### src/rtl/dtree_io_pkg.sv
// Shared types and default sizing for the decision-tree frame loader.
// Latency: n/a (declarations only).
// Backpressure: n/a.
package dtree_io_pkg;

    // Loader FSM states
    typedef enum logic [1:0] {
        LOAD   = 2'd0,
        DRAIN  = 2'd1,
        SETTLE = 2'd2,
        OUT    = 2'd3
    } state_t;

    localparam int FEAT_W = 8;
    localparam int N_FEAT = 20;
    localparam int CLS_W  = 2;

    // Slots X4 and X5 are not used by the tree, so their bytes are dropped
    localparam logic [N_FEAT-1:0] SKIP_MASK_DEF = 20'h00030;

    localparam int IDX_W = $clog2(N_FEAT);

endpackage

### src/rtl/dtree_frame_loader.sv
// Deserialises a byte stream into the tree's feature bus, waits for the tree to settle, returns the class.
// Latency: last byte accepted at edge T -> class captured at edge T+SETTLE_CYCLES -> m_valid from the following cycle.
// Backpressure: s_ready drops while settling or holding a result; the result is held until m_ready.
module dtree_frame_loader #(
    parameter int                               N_FEAT        = dtree_io_pkg::N_FEAT,
    parameter int                               W             = dtree_io_pkg::FEAT_W,
    parameter int                               CLS_W         = dtree_io_pkg::CLS_W,
    parameter logic [dtree_io_pkg::N_FEAT-1:0]  SKIP_MASK     = dtree_io_pkg::SKIP_MASK_DEF,
    parameter int                               SETTLE_CYCLES = 2
) (
    input  logic                clk,
    input  logic                rst,
    input  logic                s_valid,
    output logic                s_ready,
    input  logic [W-1:0]        s_data,
    input  logic                s_last,
    output logic [N_FEAT*W-1:0] feat_bus,
    input  logic [CLS_W-1:0]    tree_class,
    output logic                m_valid,
    input  logic                m_ready,
    output logic [CLS_W-1:0]    m_class,
    output logic                frame_err,
    output logic [15:0]         frame_cnt
);
    import dtree_io_pkg::*;

    localparam int SLOT_W = $clog2(N_FEAT);

    state_t              state_q, state_d;
    logic [W-1:0]        feat_q [N_FEAT];
    logic [W-1:0]        feat_d [N_FEAT];
    logic [SLOT_W-1:0]   idx_q, idx_d;
    logic [7:0]          cnt_q, cnt_d;
    logic                m_valid_q, m_valid_d;
    logic [CLS_W-1:0]    m_class_q, m_class_d;
    logic                frame_err_q, frame_err_d;
    logic [15:0]         frame_cnt_q, frame_cnt_d;
    logic                acc;

    // Bytes are taken only while filling or draining, and never during reset
    assign s_ready = ~rst & ((state_q == LOAD) | (state_q == DRAIN));
    assign acc     = s_valid & s_ready;

    assign m_valid   = m_valid_q;
    assign m_class   = m_class_q;
    assign frame_err = frame_err_q;
    assign frame_cnt = frame_cnt_q;

    for (genvar g = 0; g < N_FEAT; g++) begin : g_bus
        assign feat_bus[g*W +: W] = feat_q[g];
    end

    // Next-state logic: slot fill, length checking, settle countdown and result handshake
    always_comb begin
        state_d     = state_q;
        feat_d      = feat_q;
        idx_d       = idx_q;
        cnt_d       = cnt_q;
        m_valid_d   = m_valid_q;
        m_class_d   = m_class_q;
        frame_err_d = 1'b0;
        frame_cnt_d = frame_cnt_q;
        case (state_q)
            LOAD: begin
                if (acc) begin
                    if (!SKIP_MASK[idx_q]) begin
                        feat_d[idx_q] = s_data;
                    end
                    if (idx_q == SLOT_W'(N_FEAT - 1)) begin
                        idx_d = '0;
                        if (s_last) begin
                            cnt_d   = 8'(SETTLE_CYCLES - 1);
                            state_d = SETTLE;
                        end else begin
                            // Overlong frame: flag it and swallow the tail
                            frame_err_d = 1'b1;
                            state_d     = DRAIN;
                        end
                    end else if (s_last) begin
                        // Short frame: flag it and restart; stale slots get overwritten next frame
                        frame_err_d = 1'b1;
                        idx_d       = '0;
                    end else begin
                        idx_d = idx_q + 1'b1;
                    end
                end
            end
            DRAIN: begin
                if (acc && s_last) begin
                    state_d = LOAD;
                end
            end
            SETTLE: begin
                if (cnt_q == 8'd0) begin
                    m_class_d   = tree_class;
                    m_valid_d   = 1'b1;
                    frame_cnt_d = frame_cnt_q + 16'd1;
                    state_d     = OUT;
                end else begin
                    cnt_d = cnt_q - 8'd1;
                end
            end
            OUT: begin
                if (m_valid_q && m_ready) begin
                    m_valid_d = 1'b0;
                    state_d   = LOAD;
                end
            end
            default: state_d = LOAD;
        endcase
    end

    // State register; a synchronous reset drops any frame or pending result
    always_ff @(posedge clk) begin
        if (rst) begin
            state_q     <= LOAD;
            for (int i = 0; i < N_FEAT; i++) begin
                feat_q[i] <= '0;
            end
            idx_q       <= '0;
            cnt_q       <= '0;
            m_valid_q   <= 1'b0;
            m_class_q   <= '0;
            frame_err_q <= 1'b0;
            frame_cnt_q <= '0;
        end else begin
            state_q     <= state_d;
            feat_q      <= feat_d;
            idx_q       <= idx_d;
            cnt_q       <= cnt_d;
            m_valid_q   <= m_valid_d;
            m_class_q   <= m_class_d;
            frame_err_q <= frame_err_d;
            frame_cnt_q <= frame_cnt_d;
        end
    end

endmodule
### config.mk
export PLATFORM = sky130hd
export DESIGN_NAME = dtree_frame_loader
export DESIGN_NICKNAME = d
export VERILOG_FILES = /design/src/rtl/dtree_io_pkg.sv /design/src/rtl/dtree_frame_loader.sv
export SDC_FILE = /design/constraint.sdc
export NUM_CORES = 1
export LEC_CHECK = 0
export CAP_MARGIN = 0
export CORE_AREA = 2 2 125 127
export DETAILED_ROUTE_END_ITERATION = 6
export DIE_AREA = 0 0 127 129
export PLACE_DENSITY = 0.84
export SYNTH_ARGS = -nofsm -noshare
export SYNTH_HDL_FRONTEND = slang
export SYNTH_SLANG_ARGS = --single-unit
### constraint.sdc
create_clock -name clk -period 4.05 [get_ports clk]
set_clock_uncertainty 0.15 [all_clocks]
set_input_delay 0.81 -clock clk [delete_from_list [all_inputs] [get_ports clk]]
set_output_delay 0.81 -clock clk [all_outputs]
set_load 0.02 [all_outputs]
**After elaboration in Yosys (flattened, before gate mapping)**

Memories as Yosys holds them, arrays and structs flattened. A register that Yosys moved wholly into a read port is not among the register bits.
Index checks and enable logic that the tools add are counted.

- Add/sub/neg operators: 3
- Magnitude comparators: 3
- Equal/unequal tests: 11
- Mux-type cells: 26
- Bitwise operators: 8
- Reduce and logical (&&, ||, !) cells: 14

Operator list:

| operator | number |
|---|---|
| $bwmux W160 | 1 |
| $demux W8 S5 | 1 |
| $mux W8 | 5 |
| $mux W5 | 4 |
| $add A16 B1 Y16 const B | 1 |
| $pmux W8 S2 | 1 |
| $mux W2 | 6 |
| $ne A2 B2 Y1 const B | 5 |
| $reduce_and A5 Y1 | 2 |
| $logic_not A8 Y1 | 1 |
| $pmux W2 S4 | 1 |
| $sub A8 B1 Y8 const B | 1 |
| $ge A6 B6 Y1 const B | 1 |
| $lt A5 B6 Y1 const B | 1 |
| $lt A6 B1 Y1 const B | 1 |
| $mux W1 | 6 |
| $not A5 Y6 | 1 |
| $reduce_and A3 Y1 | 2 |
| $add A5 B1 Y5 const B | 1 |
| $eq A5 B5 Y1 const B | 1 |
| $eq A2 B2 Y1 const B | 2 |
| $ne A2 B1 Y1 const B | 2 |
| $not A1 Y1 | 4 |
| $reduce_and A2 Y1 | 2 |
| other kinds (8) | 12 |

- Flip-flop bits (word level): 195
- Memory bits (read-only): 32
- Bits of input ports: 15
- Output and inout bits: 181
- Word-level logic and storage cells: 93
- Memories kept: 1

Memories:

| memory | words | width | read ports | clocked after memory_dff | write ports | RTL line | text |
|---|---|---|---|---|---|---|---|
| (name not given) | 32 | 1 | 1 | 1 | 0 | dtree_frame_loader.sv:66 | `if (!SKIP_MASK[idx_q]) begin` |

**Longest topological paths before layout**

Gate-level depths: netlist (run 1).

- Word-level depth: 7
- Depth in mapped cells: 8
- Mapped depth without buffers: 6

**Least setup slack after synthesis (run 1)**

OpenSTA, ideal clock, no wires.

- Path kind: input port to flip-flop
- Start point: input rst
- End point: register feat_q (netlist bit feat_bus[152])
- Setup time: 0.132 ns
- Arrival: 2.196 ns
- Data required time: 3.768 ns
- Setup slack: 1.571 ns
- Stages on the path: 7
- Buffers on the path: 3
- Cell sequence: buf_2 > or4b_1 > clkbuf_1 > or3_1 > clkbuf_1 > nand2_1 > a21oi_1

- Word-level cells in the longest chain between the ends: 4

RTL lines:

| element | RTL line | text |
|---|---|---|
| start, declared | dtree_frame_loader.sv:12 | `input logic rst,` |
| $not A1 Y1 | dtree_frame_loader.sv:41 | `assign s_ready = ~rst & ((state_q == LOAD) \| (state_q == DRAIN));` |
| $and A1 B1 Y1 | dtree_frame_loader.sv:41 |  |
| $and A1 B1 Y1 | dtree_frame_loader.sv:42 | `assign acc = s_valid & s_ready;` |
| $reduce_and A3 Y1 (no line) | -- |  |
| end signal, assigned | dtree_frame_loader.sv:128 | `feat_q <= feat_d;` |
| end, declared | dtree_frame_loader.sv:30 | `logic [W-1:0] feat_q [N_FEAT];` |

Parallel ways exist; a longest one is shown, timed or not.
A chain may end at the register's enable or synchronous reset.

**Final worst setup path (run 1)**

- Start point: input rst
- End point: output s_ready

- Word-level cells in the longest chain between the ends: 2

RTL lines:

| element | RTL line | text |
|---|---|---|
| $not A1 Y1 | dtree_frame_loader.sv:41 |  |
| $and A1 B1 Y1 | dtree_frame_loader.sv:41 |  |
| end, declared | dtree_frame_loader.sv:14 | `output logic s_ready,` |

No other way between the ends.

==> run summary, run 1 <==
GR Overflow Total - 0
unrepaired setup endpoints after global routing - false
P_int - 2.81 mW
Core ar. - 15,000 sq um
pwr/cell area - 355 nW/um^2
combinational fraction of design power - 4.1%
setup bufs post-CTS - 0
Worst R2R Path Depth - 4
vias in the first global route - 5,974
Clock Tree Root - clkbuf_16
post-synthesis register bit count - 196
drt pass-1 iters - 6
drt wl/cell - 18.0 um
Yosys top cell by area - dfxtp_1
CP required - 3.09 ns
Seq pwr share - 52.2%
slowest CP cell - clkdlybuf4s50_1
Hold EP - feat_bus[156]
clk slew on worst S/H paths - 0.07 ns
commonest cells in the netlist - 196 x dfxtp_1, 164 x nor2_1, 158 x mux2i_1, 50 x clkbuf_1, 44 x nand2_1
Synth async-reset ratio - 0%
slew margin rel. - 24.6%
Fin Hold WS - 0.301 ns
antenna violations before repair - 0
Psw - 0.894 mW
switch share - 24.1%
Final period util - 72.2%
# placed instances - 1,125
Static Leak - 4.85 nW
final setup TNS - 0 ns
Avg Inst Size Synth - 9.91 sq um
minimum clock period - 2.92 ns
worst hold start - feat_bus[156]
final hold viol count - 0
first-pass GRT wire length - 32.5 mm
Net count, final - 979
worst reg2reg path startpoint - state_q[1]
Syn Inst Count - 796
Synth Net Count - 819
chip width - 127 um
critical-path cell list - buf_6 > nor2_1 > clkdlybuf4s50_1
total of max-cap violations - 0
Worst path max stage delay - 0.66 ns
Starting Density - 52.6%
# setup viols final - 0
hold path depth - 2
DRT antenna net count - 0
Cell Area, Synth - 7890 sq um
vias - 6,367
Worst-Margin Slew - 1.13 ns
DRC violations left - 0
count leader, synth - dfxtp_1
first-iteration detailed-routing DRC count - 436
status - completed
share of layout cells above drive strength 1 - 7.33%
number of CTS-inserted buffers - 17
pin count of the biggest net entering global routing - 76
Worst EP arrival - 1.96 ns
IO Count - 196
n_diodes - 0
VDD IR-drop max - 0.312 mV
clk sinks - 196
CTS tree - yes
die area - 16,400 sq um
Synth top area share - 49.8%
placed wire-length estimate - 13.8 mm
nature of the critical path startpoint - input port
Clk pwr share - 43.6%
RePlAce Congestion - 0.830
Pwr Total - 3.71 mW
ys flop type - dfxtp_1
YS warnings - 0
setup slack, reg-to-reg - 1.51 ns
post-synthesis sequential area ratio - 49.8%
Clock Path Buffers - 2
fmax - 342 MHz
Total Wirelength - 20.8 mm
Die Y - 129 um
crit-path max FO - 59
crit path kind - in2out
Post-CTS Resized - 0
Layout Cells excl Fill - 1,157
htree depth - 4
Setup crit end kind - primary output
top cells by area, synth - dfxtp_1 50%, mux2i_1 20%, nor2_1 7.8%
row cnt - 45
cts hold-fix bufs - 0
Skew-Pair Late Insertion Delay - 0.43 ns
Syn-to-layout area delta - 32.5%
Final Max Slew Viols - 0
IO buf count - 195
FF-to-FF End - frame_cnt[15]
worst hold path type - reg2reg
Distinct cells, synth - 54
total track usage - 25.3%
Post-synth EDFFs - 0
via/cell ratio - 5.50
-- routing by layer --
metal / part of all wire (%) / vias to the layer above / track usage (%)
met3: 7.4 / 37 / 8.48
met5: 0 / - / 0
met2: 48 / 188 / 41.8
met1: 42 / 3075 / 31.0
met4: 2.4 / 0 / 9.50
li1: - / 3067 / -
-- cell usage in the layout, fill, tap and decap left out, types with 9 or more instances in the layout --
| cell | instances |
|---|---|
| a21oi_1 | 34 |
| clkbuf_16 | 17 |
| clkdlybuf4s50_1 | 194 |
| dfxtp_1 | 196 |
| mux2i_1 | 158 |
| nand2_1 | 44 |
| nand3_1 | 12 |
| nand4_2 | 19 |
| nor2_1 | 164 |
| o21ai_0 | 9 |
-- power by group through the flow --
stage | clock, mW | sequential (mW) | combinational [mW]
after floorplan | 0 | 1.99 | 0.0872
after global placement | 0 | 1.98 | 0.150
after detailed placement | 0 | 1.98 | 0.151
after CTS | 1.64 | 1.94 | 0.152
after global routing | 1.72 | 1.94 | 0.162
final | 1.62 | 1.94 | 0.153
-- how the worst max path moves through the flow --
stage,startpoint,endpoint,depth (start not counted),slack [ns]
2_1_floorplan,rst,feat_bus[152],7,1.57
3_3_place_gp,rst,flip-flop,5,0.95
3_5_place_dp,rst,flip-flop,5,0.97
4_1_cts,rst,s_ready,3,1.17
5_1_grt,rst,s_ready,3,1.08
6_report,rst,s_ready,3,1.13
-- registers in the layout, indices dropped and copies added, names as in the netlist, named ones only --
name       flops
m_class        2
frame_cnt     16
feat_bus     160
state_q        2
frame_err      1
idx_q          5
cnt_q          8
m_valid        1
-- cell type report --
class	instances	area [sq um]
multi-input cells	534	3700
flip-flops and latches	196	3920
fillers	1135	4530
well taps	188	235
clock inverters	13	115
clock buffers	19	453
repair buffers	199	1980
inverters	8	30.0
-- worst max-delay path: cells and delay by family --
| kind | cells | cell delay [ns] |
|---|---|---|
| AND/OR/NAND/NOR | 1 | 0.25 |
| buffers and inverters | 2 | 0.88 |
-- stage by stage --
stage          cell area (sq um)  utilization [%]  setup slack, ns
2_1_floorplan               7890                -             1.57
3_3_place_gp                9880             65.9            0.951
3_5_place_dp                9880             65.9            0.973
4_1_cts                    10400             69.7             1.17
5_1_grt                    10400             69.7             1.08
6_report                   10400             69.7             1.13
-- logic make-up after synthesis --
| family | Yosys count | share of synthesized area, % |
|---|---|---|
| compound gates | 65 | 5.27 |
| xor+xnor | 2 | 0.222 |
| fa+ha+maj | 8 | 1.27 |
| buf+inv | 66 | 3.32 |
| flops | 196 | 49.8 |
| mux | 161 | 20.5 |
| simple gates | 298 | 19.7 |
Power figures use the tool's default switching activity.
==> run 2: changes to the inputs <==
--- a/config.mk
+++ b/config.mk
@@ -6,10 +6,10 @@
 export NUM_CORES = 1
 export LEC_CHECK = 0
 export CAP_MARGIN = 0
-export CORE_AREA = 2 2 125 127
+export CORE_AREA = 2 2 130 132
 export DETAILED_ROUTE_END_ITERATION = 6
-export DIE_AREA = 0 0 127 129
-export PLACE_DENSITY = 0.84
+export DIE_AREA = 0 0 132 134
+export PLACE_DENSITY = 0.79
 export SYNTH_ARGS = -nofsm -noshare
 export SYNTH_HDL_FRONTEND = slang
 export SYNTH_SLANG_ARGS = --single-unit
==> constraint.sdc (replaced) <==
create_clock -name clk -period 3 [get_ports clk]
set_clock_uncertainty 0.15 [all_clocks]
set_input_delay 0.6 -clock clk [delete_from_list [all_inputs] [get_ports clk]]
set_output_delay 0.6 -clock clk [all_outputs]
set_load 0.02 [all_outputs]
==> run summary, run 2 (same netlist as run 1, synthesis figures left out) <==
worst hold start - m_class[0] (was feat_bus[156])
global route hottest layer - met2 (unchanged)
multi-input logic area - 3700 sq um (unchanged)
Skew-Pair Late Insertion Delay - 0.43 ns (about the same)
# setup viols final - 0 (unchanged)
worst reg2reg path startpoint - idx_q[2] (was state_q[1])
Core ar. - 16,300 sq um (was 15,000 sq um)
Clock Path Buffers - 2 (unchanged)
slew margin rel. - 34.4% (was 24.6%)
pin count of the biggest net entering global routing - 90 (was 76)
clk sinks - 196 (unchanged)
FILL cells - 1,336 (was 1,135)
final setup margin - 0.530 ns (was 1.13 ns)
Reg area - 3920 sq um (unchanged)
Worst R2R Path Depth - 4 (unchanged)
most common cell after layout, fill and taps aside - dfxtp_1 (unchanged)
status - completed (unchanged)
Final period util - 82.3%
Worst-Margin Slew - 0.980 ns (was 1.13 ns)
number of CTS-inserted buffers - 17 (unchanged)
chip width - 132 um (was 127 um)
Starting Density - 48.4% (was 52.6%)
CP required - 2.25 ns (was 3.09 ns)
clk slew on worst S/H paths - 0.08 ns (was 0.07 ns)
DRT antenna net count - 0 (unchanged)
VDD IR-drop max - 0.438 mV (was 0.312 mV)
cts hold-fix bufs - 0 (unchanged)
Net count, final - 989 (was 979)
slowest CP cell - dfxtp_1 (was clkdlybuf4s50_1)
drt pass-1 iters - 5 (was 6)
share of layout cells above drive strength 1 - 8.18% (was 7.33%)
placed wire-length estimate - 13.8 mm (about the same)
Worst EP arrival - 1.72 ns (was 1.96 ns)
drt wl/cell - 17.3 um (was 18.0 um)
Final Max Slew Viols - 0 (unchanged)
IO buf count - 195 (unchanged)
Post-CTS Resized - 0 (unchanged)
worst hold path type - reg2reg (unchanged)
FF-to-FF End - feat_bus[63] (was frame_cnt[15])
via/cell ratio - 5.26 (was 5.50)
RePlAce Congestion - 0.827 (was 0.830)
final hold viol count - 0 (unchanged)
Die Y - 134 um (was 129 um)
setup slack, reg-to-reg - 0.55 ns (was 1.51 ns)
row cnt - 47 (was 45)
met3 Usage GRT - 8.77% (was 8.48%)
met2 GRT Util - 37.8% (was 41.8%)
Hold EP - m_class[0] (was feat_bus[156])
pwr/cell area - 487 nW/um^2 (was 355 nW/um^2)
GR Overflow Total - 0 (unchanged)
Largest register FFs - 160 (unchanged)
Clock Tree Root - clkbuf_16 (unchanged)
setup bufs post-CTS - 0 (unchanged)
post-place setup slack - 0.200 ns (was 0.973 ns)
htree depth - 4 (unchanged)
critical-path cell list - nor2_1 > clkdlybuf4s50_1 (was buf_6 > nor2_1 > clkdlybuf4s50_1)
first-pass GRT wire length - 32.9 mm (was 32.5 mm)
Fin Hold WS - 0.308 ns (was 0.301 ns)
fmax - 405 MHz
GR Util met1 - 29.4% (was 31.0%)
crit path kind - reg2out (was in2out)
final setup TNS - 0 ns (unchanged)
nature of the critical path startpoint - flip-flop (was input port)
Setup crit end kind - primary output (unchanged)
minimum clock period - 2.47 ns
vias - 6,305 (was 6,367)
total of max-cap violations - 0 (unchanged)
antenna violations before repair - 0 (unchanged)
Total Wirelength - 20.7 mm (was 20.8 mm)
first-iteration detailed-routing DRC count - 402 (was 436)
final core utilization - 65.0% (was 69.7%)
Worst path max stage delay - 0.61 ns (was 0.66 ns)
n_diodes - 0 (unchanged)
CTS tree - yes (unchanged)
commonest cells after routing, fill and taps aside - 196 x dfxtp_1, 194 x clkdlybuf4s50_1, 164 x nor2_1, 158 x mux2i_1, 44 x nand2_1 (unchanged)
vias in the first global route - 6,032 (was 5,974)
hold path depth - 2 (unchanged)
IO Count - 196 (unchanged)
DRC violations left - 0 (unchanged)
unrepaired setup endpoints after global routing - false (unchanged)
Static Leak - 4.92 nW (was 4.85 nW)
die area - 17,700 sq um (was 16,400 sq um)
Pwr Total - 5.16 mW (was 3.71 mW)
total track usage - 23.5% (was 25.3%)
crit-path max FO - 11 (was 59)
Syn-to-layout area delta - 34.3% (was 32.5%)
==> run 2: how the worst max path moves through the flow <==
stage	from	endpoint	slack (ns)	cells after the start
final	state_q[1]	s_ready	0.53	2
after global routing	idx_q[2]	feat_bus[59]	0.37	4
after CTS	state_q[1]	s_ready	0.51	2
after detailed placement	s_valid	feat_bus[130]	0.20	6
after global placement	s_valid	feat_bus[128]	0.25	6
after floorplan	rst	feat_bus[152]	0.73	7
==> run 2: cell type report <==
class                      count  area share, %
clock inverter                13           1.52
sequential                   196           37.0
multi-input combinational    534           35.0
tap                          220           2.60
timing repair buffer         209           19.4
inverter                       8          0.283
clock buffer                  18           4.15
==> run 2: per-stage QoR <==
step                      instances  area, sq um
after floorplan                 796         7890
after global placement         1167         9990
after detailed placement       1167         9990
after CTS                      1198        10600
after global routing           1198        10600
final                          1198        10600
==> run 2: power breakdown <==
group / internal (mW) / leakage [nW] / switching [mW] / total [mW]
sequential: 2.61 / 1.58 / 0.00654 / 2.62
combinational: 0.0675 / 3.05 / 0.147 / 0.215
clock: 1.28 / 0.295 / 1.05 / 2.33
total: 3.96 / 4.92 / 1.20 / 5.16
==> run 2: per-layer routing <==
layer	vias up	wire length (um)
met5	-	0
met4	0	474
met3	30	1590
met2	178	9790
met1	3017	8880
li1	3080	-
==> run 2: worst max-delay path, delay by kind of cell, from the launching register on <==
family	cells	cell delay [ns]
DFF	1	0.61
and+or+nand+nor	1	0.12
buffers and inverters	1	0.56
==> run 3: changes to the inputs <==
--- a/config.mk
+++ b/config.mk
@@ -6,10 +6,10 @@
 export NUM_CORES = 1
 export LEC_CHECK = 0
 export CAP_MARGIN = 0
-export CORE_AREA = 2 2 130 132
+export CORE_AREA = 2 2 137 139
 export DETAILED_ROUTE_END_ITERATION = 6
-export DIE_AREA = 0 0 132 134
-export PLACE_DENSITY = 0.79
+export DIE_AREA = 0 0 139 141
+export PLACE_DENSITY = 0.75
 export SYNTH_ARGS = -nofsm -noshare
 export SYNTH_HDL_FRONTEND = slang
 export SYNTH_SLANG_ARGS = --single-unit
==> constraint.sdc (replaced) <==
create_clock -name clk -period 2.2 [get_ports clk]
set_clock_uncertainty 0.15 [all_clocks]
set_input_delay 0.44 -clock clk [delete_from_list [all_inputs] [get_ports clk]]
set_output_delay 0.44 -clock clk [all_outputs]
set_load 0.02 [all_outputs]
==> run summary, run 3 (same netlist as run 1, synthesis figures left out) <==
status - completed (unchanged)
drt pass-1 iters - 5 (unchanged)
Net count, final - 1,033 (was 989)
Worst R2R Path Depth - 6 (was 4)
Core ar. - 18,300 sq um (was 16,300 sq um)
Setup crit end kind - primary output (unchanged)
htree depth - 4 (unchanged)
DRT antenna net count - 0 (unchanged)
antenna violations before repair - 0 (unchanged)
multi-input logic area - 3710 sq um (was 3700 sq um)
n_diodes - 0 (unchanged)
die area - 19,600 sq um (was 17,700 sq um)
met3 Usage GRT - 7.10% (was 8.77%)
fmax - 468 MHz
# setup viols final - 0 (unchanged)
Fin Hold WS - 0.0907 ns (was 0.308 ns)
vias - 6,458 (was 6,305)
Worst EP arrival - 1.54 ns (was 1.72 ns)
placed wire-length estimate - 14.2 mm (was 13.8 mm)
first-iteration detailed-routing DRC count - 329 (was 402)
total track usage - 21.6% (was 23.5%)
Final period util - 97.0%
Skew-Pair Late Insertion Delay - 0.43 ns (about the same)
Worst path max stage delay - 0.66 ns (was 0.61 ns)
Clock Path Buffers - 2 (unchanged)
GR Util met1 - 26.9% (was 29.4%)
CP required - 1.61 ns (was 2.25 ns)
Die Y - 141 um (was 134 um)
drt wl/cell - 17.1 um (was 17.3 um)
hold path depth - 2 (unchanged)
met2 GRT Util - 35.2% (was 37.8%)
slew margin rel. - 41.3% (was 34.4%)
DRC violations left - 0 (unchanged)
Total Wirelength - 21.5 mm (was 20.7 mm)
number of CTS-inserted buffers - 17 (unchanged)
unrepaired setup endpoints after global routing - true (was false)
worst reg2reg path startpoint - cnt_q[1] (was idx_q[2])
via/cell ratio - 5.14 (was 5.26)
nature of the critical path startpoint - flip-flop (unchanged)
most common cell after layout, fill and taps aside - dfxtp_1 (unchanged)
FF-to-FF End - frame_cnt[15] (was feat_bus[63])
GR Overflow Total - 0 (unchanged)
RePlAce Congestion - 0.881 (was 0.827)
global route hottest layer - met2 (unchanged)
Worst path top cell family by delay - buffers and inverters (was flip-flops)
IO Count - 196 (unchanged)
share of layout cells above drive strength 1 - 12.6% (was 8.18%)
Final Max Slew Viols - 0 (unchanged)
Worst-Margin Slew - 0.880 ns (was 0.980 ns)
Starting Density - 43.2% (was 48.4%)
critical-path cell list - clkdlybuf4s50_1 (was nor2_1 > clkdlybuf4s50_1)
clk sinks - 196 (unchanged)
Largest register FFs - 160 (unchanged)
worst hold start - rst (was m_class[0])
setup slack, reg-to-reg - 0.09 ns (was 0.55 ns)
minimum clock period - 2.13 ns
Clock Tree Root - clkbuf_16 (unchanged)
Hold EP - state_q[1] (was m_class[0])
Syn-to-layout area delta - 42.4% (was 34.3%)
slowest CP cell - clkdlybuf4s50_1 (was dfxtp_1)
CTS tree - yes (unchanged)
worst hold path type - in2reg (was reg2reg)
first-pass GRT wire length - 33.9 mm (was 32.9 mm)
clk slew on worst S/H paths - 0.07 ns (was 0.08 ns)
row cnt - 50 (was 47)
CP bufs+invs - 1 (unchanged)
cts hold-fix bufs - 0 (unchanged)
crit path kind - reg2out (unchanged)
pwr/cell area - 632 nW/um^2 (was 487 nW/um^2)
final core utilization - 61.5% (was 65.0%)
Pwr Total - 7.09 mW (was 5.16 mW)
commonest cells after routing, fill and taps aside - 195 x dfxtp_1, 191 x clkdlybuf4s50_1, 164 x nor2_1, 158 x mux2i_1, 44 x nand2_1 (was 196 x dfxtp_1, 194 x clkdlybuf4s50_1, 164 x nor2_1, 158 x mux2i_1, 44 x nand2_1)
Reg area - 3930 sq um (was 3920 sq um)
IO buf count - 195 (unchanged)
final hold viol count - 0 (unchanged)
Static Leak - 5.30 nW (was 4.92 nW)
setup bufs post-CTS - 0 (unchanged)
VDD IR-drop max - 0.634 mV (was 0.438 mV)
total of max-cap violations - 0 (unchanged)
pin count of the biggest net entering global routing - 188 (was 90)
vias in the first global route - 6,131 (was 6,032)
FILL cells - 1,528 (was 1,336)
crit-path max FO - 7 (was 11)
chip width - 139 um (was 132 um)
==> run 3: cell types whose count changed in the layout (fill, tap and decap cells not counted), moves of 2 or more <==
cell / change
buf_12: +21
buf_4: +23
clkdlybuf4s50_1: -3
clkinv_8: +2
dlymetal6s2s_1: +2
==> run 3: worst max path at each step <==
stage	from	endpoint	slack [ns]	cells after the start
floorplan	idx_q[0]	cnt_q[3]	0.04	6
global placement	s_valid	feat_bus[154]	-0.12	5
detailed placement	s_valid	feat_bus[158]	-0.14	5
CTS	frame_cnt[2]	frame_cnt[2]	0.005	1
global route	cnt_q[1]	frame_cnt[11]	-0.004	7
finish	frame_cnt[4]	frame_cnt[4]	0.07	1
==> run 3: layout make-up <==
class	count	area share [%]
sequential	196	35.0
multi-input combinational	534	33.1
timing repair buffer	253	23.6
clock buffer	17	3.79
tap	234	2.61
clock inverter	15	1.69
inverter	8	0.267
==> run 3: through the flow <==
step                instance area, sq um  std cells  setup TNS [ns]  worst slack (ns)
floorplan                           7890        796               0            0.0394
global placement                   10600       1225           -2.81            -0.124
detailed placement                 10600       1225           -2.08            -0.136
CTS                                11200       1257               0           0.00529
global route                       11200       1257        -0.00600          -0.00407
finish                             11200       1257               0            0.0654
==> run 3: where the power goes <==
part           internal [mW]  switching [mW]
combinational          0.105           0.205
sequential              3.56         0.00971
clock                   1.73            1.49
==> run 3: timing repair <==
| action | in CTS | in global routing |
|---|---|---|
| endpoints found under the hold margin | 0 | 0 |
| setup endpoints to repair | 1 | 6 |
| resized for setup | 1 | 7 |
==> run 3: layer usage <==
layer	wire length, um	share of wire (%)
met3	1300	6.0
met4	481	2.2
met1	9510	44
met2	10200	48
met5	0	0
